`config.mk`:
```
export PLATFORM = sky130hd
export DESIGN_NAME = fetch_buffer
export DESIGN_NICKNAME = d
export VERILOG_FILES = /design/src/rtl/fetch_buffer.sv
export SDC_FILE = /design/constraint.sdc
export NUM_CORES = 1
export LEC_CHECK = 0
export BUFFER_PORTS_ARGS = -buffer_cell sky130_fd_sc_hd__buf_4
export CAP_MARGIN = 15
export CORE_MARGIN = 5
export CORE_UTILIZATION = 35
export DETAILED_ROUTE_END_ITERATION = 10
export GPL_TIMING_DRIVEN = 0
export PLACE_DENSITY = 0.54
export SLEW_MARGIN = 20
export SYNTH_ARGS = -nofsm -noshare
export SYNTH_HDL_FRONTEND = slang
export SYNTH_SLANG_ARGS = --single-unit
```
`constraint.sdc`:
```
create_clock -name clk -period 6.2 [get_ports clk]
set_input_delay 0.31 -clock clk [delete_from_list [all_inputs] [get_ports clk]]
set_output_delay 0.31 -clock clk [all_outputs]
set_load 0.005 [all_outputs]
```
`src/rtl/fetch_buffer.sv`:
```
// Instruction fetch stage: issues sequential word reads to a fixed-latency memory and
// queues returned {instr, pc} pairs in a small FIFO that decode drains one per cycle.
module fetch_buffer #(
    parameter int unsigned     WIDTH    = 32,
    parameter int unsigned     DEPTH    = 4,
    parameter logic [WIDTH-1:0] RESET_PC = '0
) (
    input  logic             clk,
    input  logic             rst_n,
    output logic             o_req,
    output logic [WIDTH-1:0] o_addr,
    input  logic [WIDTH-1:0] i_rdata,
    input  logic             i_redirect,
    input  logic [WIDTH-1:0] i_redirect_pc,
    output logic [WIDTH-1:0] o_instr,
    output logic [WIDTH-1:0] o_pc,
    output logic             o_imask,
    input  logic             i_en
);

    localparam int unsigned    AW       = $clog2(DEPTH);
    localparam logic [AW-1:0]  PtrOne   = 1;
    localparam logic [AW:0]    CntOne   = 1;
    localparam logic [AW:0]    CntDepth = DEPTH[AW:0];
    localparam logic [WIDTH-1:0] PcStep = 4;

    logic [WIDTH-1:0] pc_q, pc_d;
    logic [WIDTH-1:0] inflight_pc_q, inflight_pc_d;
    logic             inflight_q, inflight_d;
    logic [AW-1:0]    rd_ptr_q, rd_ptr_d;
    logic [AW-1:0]    wr_ptr_q, wr_ptr_d;
    logic [AW:0]      count_q, count_d;
    logic [AW:0]      credit_sum;
    logic [WIDTH-1:0] instr_q [DEPTH];
    logic [WIDTH-1:0] ipc_q   [DEPTH];
    logic             push, pop;

    // Outstanding read counts against FIFO space so a returning word always has a slot.
    assign credit_sum = count_q + {{AW{1'b0}}, inflight_q};
    assign o_req      = !i_redirect && (credit_sum < CntDepth);
    assign o_addr     = pc_q;
    assign o_imask    = (count_q != '0);
    assign o_instr    = instr_q[rd_ptr_q];
    assign o_pc       = ipc_q[rd_ptr_q];

    assign push = inflight_q && !i_redirect;
    assign pop  = o_imask && i_en && !i_redirect;

    always_comb begin
        pc_d          = pc_q;
        inflight_d    = 1'b0;
        inflight_pc_d = inflight_pc_q;
        rd_ptr_d      = rd_ptr_q;
        wr_ptr_d      = wr_ptr_q;
        count_d       = count_q;
        if (i_redirect) begin
            pc_d     = i_redirect_pc;
            rd_ptr_d = '0;
            wr_ptr_d = '0;
            count_d  = '0;
        end else begin
            if (o_req) begin
                pc_d          = pc_q + PcStep;
                inflight_d    = 1'b1;
                inflight_pc_d = pc_q;
            end
            if (push) begin
                wr_ptr_d = wr_ptr_q + PtrOne;
            end
            if (pop) begin
                rd_ptr_d = rd_ptr_q + PtrOne;
            end
            if (push && !pop) begin
                count_d = count_q + CntOne;
            end else if (pop && !push) begin
                count_d = count_q - CntOne;
            end
        end
    end

    always_ff @(posedge clk or negedge rst_n) begin
        if (!rst_n) begin
            pc_q          <= RESET_PC;
            inflight_q    <= 1'b0;
            inflight_pc_q <= '0;
            rd_ptr_q      <= '0;
            wr_ptr_q      <= '0;
            count_q       <= '0;
        end else begin
            pc_q          <= pc_d;
            inflight_q    <= inflight_d;
            inflight_pc_q <= inflight_pc_d;
            rd_ptr_q      <= rd_ptr_d;
            wr_ptr_q      <= wr_ptr_d;
            count_q       <= count_d;
        end
    end

    always_ff @(posedge clk or negedge rst_n) begin
        if (!rst_n) begin
            for (int i = 0; i < DEPTH; i++) begin
                instr_q[i] <= '0;
                ipc_q[i]   <= '0;
            end
        end else if (push) begin
            instr_q[wr_ptr_q] <= i_rdata;
            ipc_q[wr_ptr_q]   <= inflight_pc_q;
        end
    end

endmodule
```
Yosys cells after proc, flatten, opt, wreduce, memory -nomap -nowiden --
Cells that the tools add are included.
Storage, ports and cells: register bits 328, input bits 68, output and inout bits 98, word-level logic and storage cells 64
Operators by class: add/sub/neg operators 6, $lt $le $gt $ge 4, muxes and demuxes 21, bitwise logic cells 3, reductions and logical operators 16
Operator list (number):
- $bwmux W128 | 2
- $mux W32 | 7
- $bmux W32 S2 | 2
- $demux W32 S2 | 1
- $add A32 B3 Y32 const B | 1
- $mux W3 | 3
- $mux W2 | 4
- $logic_and A1 B1 Y1 | 7
- $ge A3 B3 Y1 const B | 2
- $not A2 Y3 | 2
- $reduce_bool A2 Y1 | 3
- $reduce_bool A3 Y1 | 2
- $add A2 B1 Y2 const B | 2
- $add A3 B1 Y3 | 1
- $add A3 B1 Y3 const B | 1
- $logic_not A1 Y1 | 3
- $lt A3 B1 Y1 const B | 1
- $lt A3 B3 Y1 const B | 1
- $sub A3 B1 Y3 const B | 1
- $mux W1 | 2
- $reduce_and A2 Y1 | 1
- $not A1 Y1 | 1

Depth between registers and ports, before layout --
depth after elaboration 7, depth in mapped cells 8, depth with buffers taken out 6

Least setup slack after synthesis --
No wires, ideal clock.
kind register -> register, start reg pc_q[15] (netlist: o_addr[15]), end reg pc_q[30] (netlist: o_addr[30]), library setup time 0.126 ns, data arrival time 1.960 ns, data required time 6.074 ns, slack 4.114 ns, stages on the path, launching flop included 7, clock period less this slack 2.086 ns, cells stage by stage dfrtp_1 -> nand4_1 -> or4_4 -> buf_6 -> buf_8 -> o41a_1 -> a221o_1
Between the ends: cells in the longest elaborated chain, start to end 3
Ends and longest elaborated chain:
- start: declaration | RTL line 27 | logic [WIDTH-1:0] pc_q, pc_d;
- start signal: assignment | RTL line 90 | pc_q <= pc_d;
- $add A32 B3 Y32 | RTL line 63 | pc_d = pc_q + PcStep;
- $mux W32 | RTL line 62 | if (o_req) begin
- $mux W32 | RTL line 56 | if (i_redirect) begin
No other way between the ends. The select of a mux whose other input is x is not followed. A chain may end at the register's enable or synchronous reset.

Worst setup path in the final report --
start reg inflight_q, end out o_req
Between the ends: cells in the longest elaborated chain, start to end 3
Ends and longest elaborated chain:
- start: declaration | RTL line 29 | logic inflight_q, inflight_d;
- start signal: assignment | RTL line 91 | inflight_q <= inflight_d;
- $add A3 B1 Y3 | RTL line 39 | assign credit_sum = count_q + {{AW{1'b0}}, inflight_q};
- $lt A3 B3 Y1 | RTL line 40 | assign o_req = !i_redirect && (credit_sum < CntDepth);
- $logic_and A1 B1 Y1 | RTL line 40
- end: declaration | RTL line 10 | output logic o_req,
No other way between the ends.

==> summary.txt <==
Global route
  – Vias in the first global route: roughly 10000
  – GR Overflow Total: 0
  – Largest net degree at the start of global routing: 96
  – Initial antenna violation count: 0
  – First-pass GRT wire length: roughly 60000 um
  – All-layer global routing usage: ~17%

Final layout
  – Proportion of layout cells with a drive suffix above 1: 48.0%
  – Ant diodes: 0
  – Commonest non-fill, non-tap cells in the layout: dfrtp_1 (328), mux2_2 (290), buf_4 (164)
  – Layout Utilization: between 40% and 50%
  – Layout Nets: ~1300
  – Area delta synth->final: 24.5%
  – Fin area: about 18000 um^2
  – Most common cell after layout, fill and taps aside: dfrtp_1

Placed design
  – Area post-placement: 16700 um^2
  – DP HPWL: 25800 um
  – Port bufs: 165
  – GP Congestion: 0.818

STA
  – Finish-stage setup viols: 0
  – Setup tns final: 0 ns
  – Fmax: 306 MHz
  – Max Clock Skew: between 0.02 and 0.025 ns
  – Tmin final: between 3 and 4 ns
  – Worst-Margin Slew: about 1.1 ns
  – Period utilisation layout: a little over half
  – Count of final hold-check violations: 0
  – Max-slew headroom: a little under a quarter
  – RSZ-0062 raised after global routing: false
  – Slew Limit Fails: 0

Drt
  – # DRC: 0
  – Final WL: about 39000 um
  – Post-DRT Antenna Nets: 0
  – First DRT Iteration DRCs: ~470
  – Wire per inst: around 22 um
  – Vias/cell: 5.30
  – Vias: around 9400
  – DRT Pass-1 Iters: 7

Die
  – Area of the die: between 40000 and 50000 um^2
  – IO Count: between 150 and 200
  – Die Height: 215 um
  – Row Count: between 70 and 80
  – Die width: 215 um
  – Core area: between 40000 and 50000 um^2
  – Initial Util: between 30% and 40%

Critical path
  – Worst Path Max Fanout: 11
  – Reg2reg end: o_addr[18]
  – Crit path DAT: roughly 3.0 ns
  – RR Startpoint: inflight_q
  – CP Capture Type: output port
  – R2r setup slk: 3.40 ns
  – Cell count of the worst reg-to-reg path: 6
  – Startpoint Class: flop
  – Crit Path Category: flop to output port
  – Critical Path RT: slightly below 6 ns

Power and ir drop
  – PwrDens: just under 500 nW/um^2
  – Pint: about 6.2 mW
  – Sw Ratio: slightly below 30%
  – P_sw: between 2 and 3 mW
  – Clock Power Share: 25.5%
  – Overall Power: 8.89 mW
  – Peak supply drop: about 270 uV
  – Seq pwr share: between 40% and 50%
  – Power share of the combinational group: 34.0%
  – Pleak: ~8 nW

Worst hold path
  – Worst Hold Class: input pin to flop
  – Worst hold stages: 2
  – Hold path endpoint: instr_q[0]
  – Hold Path Origin: i_rdata[0]

Synth
  – Mapped Nets: 1054
  – Warnings from Yosys: 0
  – Mapped Avg Cell Area: between 10 and 15 um^2
  – Post-Synthesis Cells: slightly below 1000
  – Largest family of logic cells by synthesized area: multiplexers
  – XOR/XNOR share of the synthesized area: 0.419%
  – Synth Area in Simple Gates: roughly 5.6%
  – Seq/Total Area, Yosys: roughly 56%
  – Seq cells post-synth: around 330
  – Synth Area in Adders: less than 1%
  – Mux share of post-synthesis cell area: roughly a third
  – Cell Area, Synth: around 15000 um^2
  – Yosys cell types: 44
  – Post-synthesis compound-gate area fraction: under 10%

Clock tree
  – TritonCTS Buffers: 38
  – Post-CTS setup buffer count: 0
  – Worst-Skew Late Latency: between 0.5 and 0.6 ns
  – H-tree depth: 2
  – Clock-pin slew of the registers on the worst-case setup and hold paths: ~0.060 ns
  – CTS sink cnt: 328
  – CTS tree: built
  – Post_cts resized: 0
  – CTS root buffer: clkbuf_16
  – CTS Buffer Depth: 3

Run status
  – Status: finished, final reports clean

Flow run
  – Max cap viols: 0
-- logic make-up after synthesis --
group | count (synthesis)
compound gates | 55
xor+xnor | 7
fa+ha+maj | 6
buf+inv | 71
flops | 328
mux | 356
simple gates | 157
-- layout make-up --
type                    count  area [um^2]
flip-flops and latches    328         8210
multi-input cells         581         6150
clock inverters            10          156
repair buffers            202         1670
well taps                 539          674
clock buffers              53         1090
plain buffers              61          258
fillers                  3890        23400
inverters                  10         37.5
-- cells in the mapped netlist --
library cell,instances,area (um^2)
ha_1,5,62.6
mux2i_1,2,20.0
o311ai_0,17,149
or4_1,7,52.6
and4_2,1,10.0
xnor2_1,4,35.0
mux2_2,290,3270
nor3_1,4,20.0
nor2_1,31,116
o31ai_1,7,52.6
and2_1,4,25.0
a31oi_1,8,50.1
buf_1,10,37.5
a211oi_1,1,7.51
a221o_1,6,60.1
nand3_1,22,110
clkbuf_1,41,154
nand4_1,15,93.8
buf_6,1,11.3
nor4_1,8,50.1
dfrtp_1,328,8210
and3b_1,1,8.76
and4_1,2,17.5
nand3_2,1,10.0
nand2_1,35,131
buf_8,1,15.0
o41ai_1,3,26.3
nand4b_1,1,8.76
o21ai_0,5,25.0
a22oi_1,1,7.51
nor2b_1,9,56.3
or2_2,7,43.8
or3_1,1,6.26
or3_2,1,7.51
inv_1,10,37.5
or4_4,1,11.3
fa_1,1,20.0
a311o_1,1,10.0
mux4_2,64,1440
buf_2,8,40.0
nor3b_1,2,15.0
o41a_1,6,67.6
xor2_1,3,26.3
and3_1,4,25.0
-- worst max-delay path, cell delays in order (launching register included) --
cell and delay (ns):
dfrtp_1 0.32, clkbuf_1 0.30, nand3_1 0.21, xnor2_1 0.21, buf_2 0.23, nor2_1 0.57
buf_2 0.41, buf_4 0.17
-- what timing repair did --
item,in CTS,in global routing
hold buffers,34,0
endpoints found under the setup margin,0,0
hold endpoints to repair,118,0
-- flip-flops by register name, indices dropped and copies added, names as in the netlist --
signal / count
instr_q: 128
ipc_q: 128
inflight_pc_q: 32
o_addr: 32
count_q: 3
rd_ptr_q: 2
wr_ptr_q: 2
inflight_q: 1
-- layer usage --
layer	global-route usage, %	vias to the layer above	share of wire (%)
met4	4.96	0	2.4
met2	26.6	247	47
met1	23.8	4963	46
li1	-	4178	-
met3	3.02	61	4.8
met5	0	-	0
-- power by group through the flow --
stage | clock network [mW] | registers [mW] | logic (mW)
2_1_floorplan | 0 | 3.42 | 1.91
3_3_place_gp | 0 | 3.61 | 3.01
3_5_place_dp | 0 | 3.64 | 3.07
4_1_cts | 2.34 | 3.60 | 3.09
5_1_grt | 2.42 | 3.73 | 3.30
6_report | 2.26 | 3.60 | 3.02
-- per-stage QoR --
| stage | worst slack [ns] | cells | hold slack (ns) |
|---|---|---|---|
| after global placement | 1.64 | 1684 | 0.481 |
| after detailed placement | 2.90 | 1687 | 0.327 |
| after global routing | 2.73 | 1784 | 0.0124 |
| final | 2.93 | 1784 | 0.0385 |
| after CTS | 2.90 | 1784 | 0.000438 |
| after floorplan | 4.11 | 980 | 0.0144 |
-- worst max path at each step --
stage | depth (start not counted) | to | slack (ns) | start
after CTS | 7 | o_req | 2.90 | inflight_q
final | 7 | o_req | 2.93 | inflight_q
after global routing | 7 | o_req | 2.73 | inflight_q
after global placement | 1 | o_addr[16] | 1.64 | rst_n
after detailed placement | 6 | rd_ptr_q[0] | 2.90 | i_redirect
after floorplan | 6 | o_addr[30] | 4.11 | o_addr[15]
No activity file was read; power rests on OpenSTA's default activity.
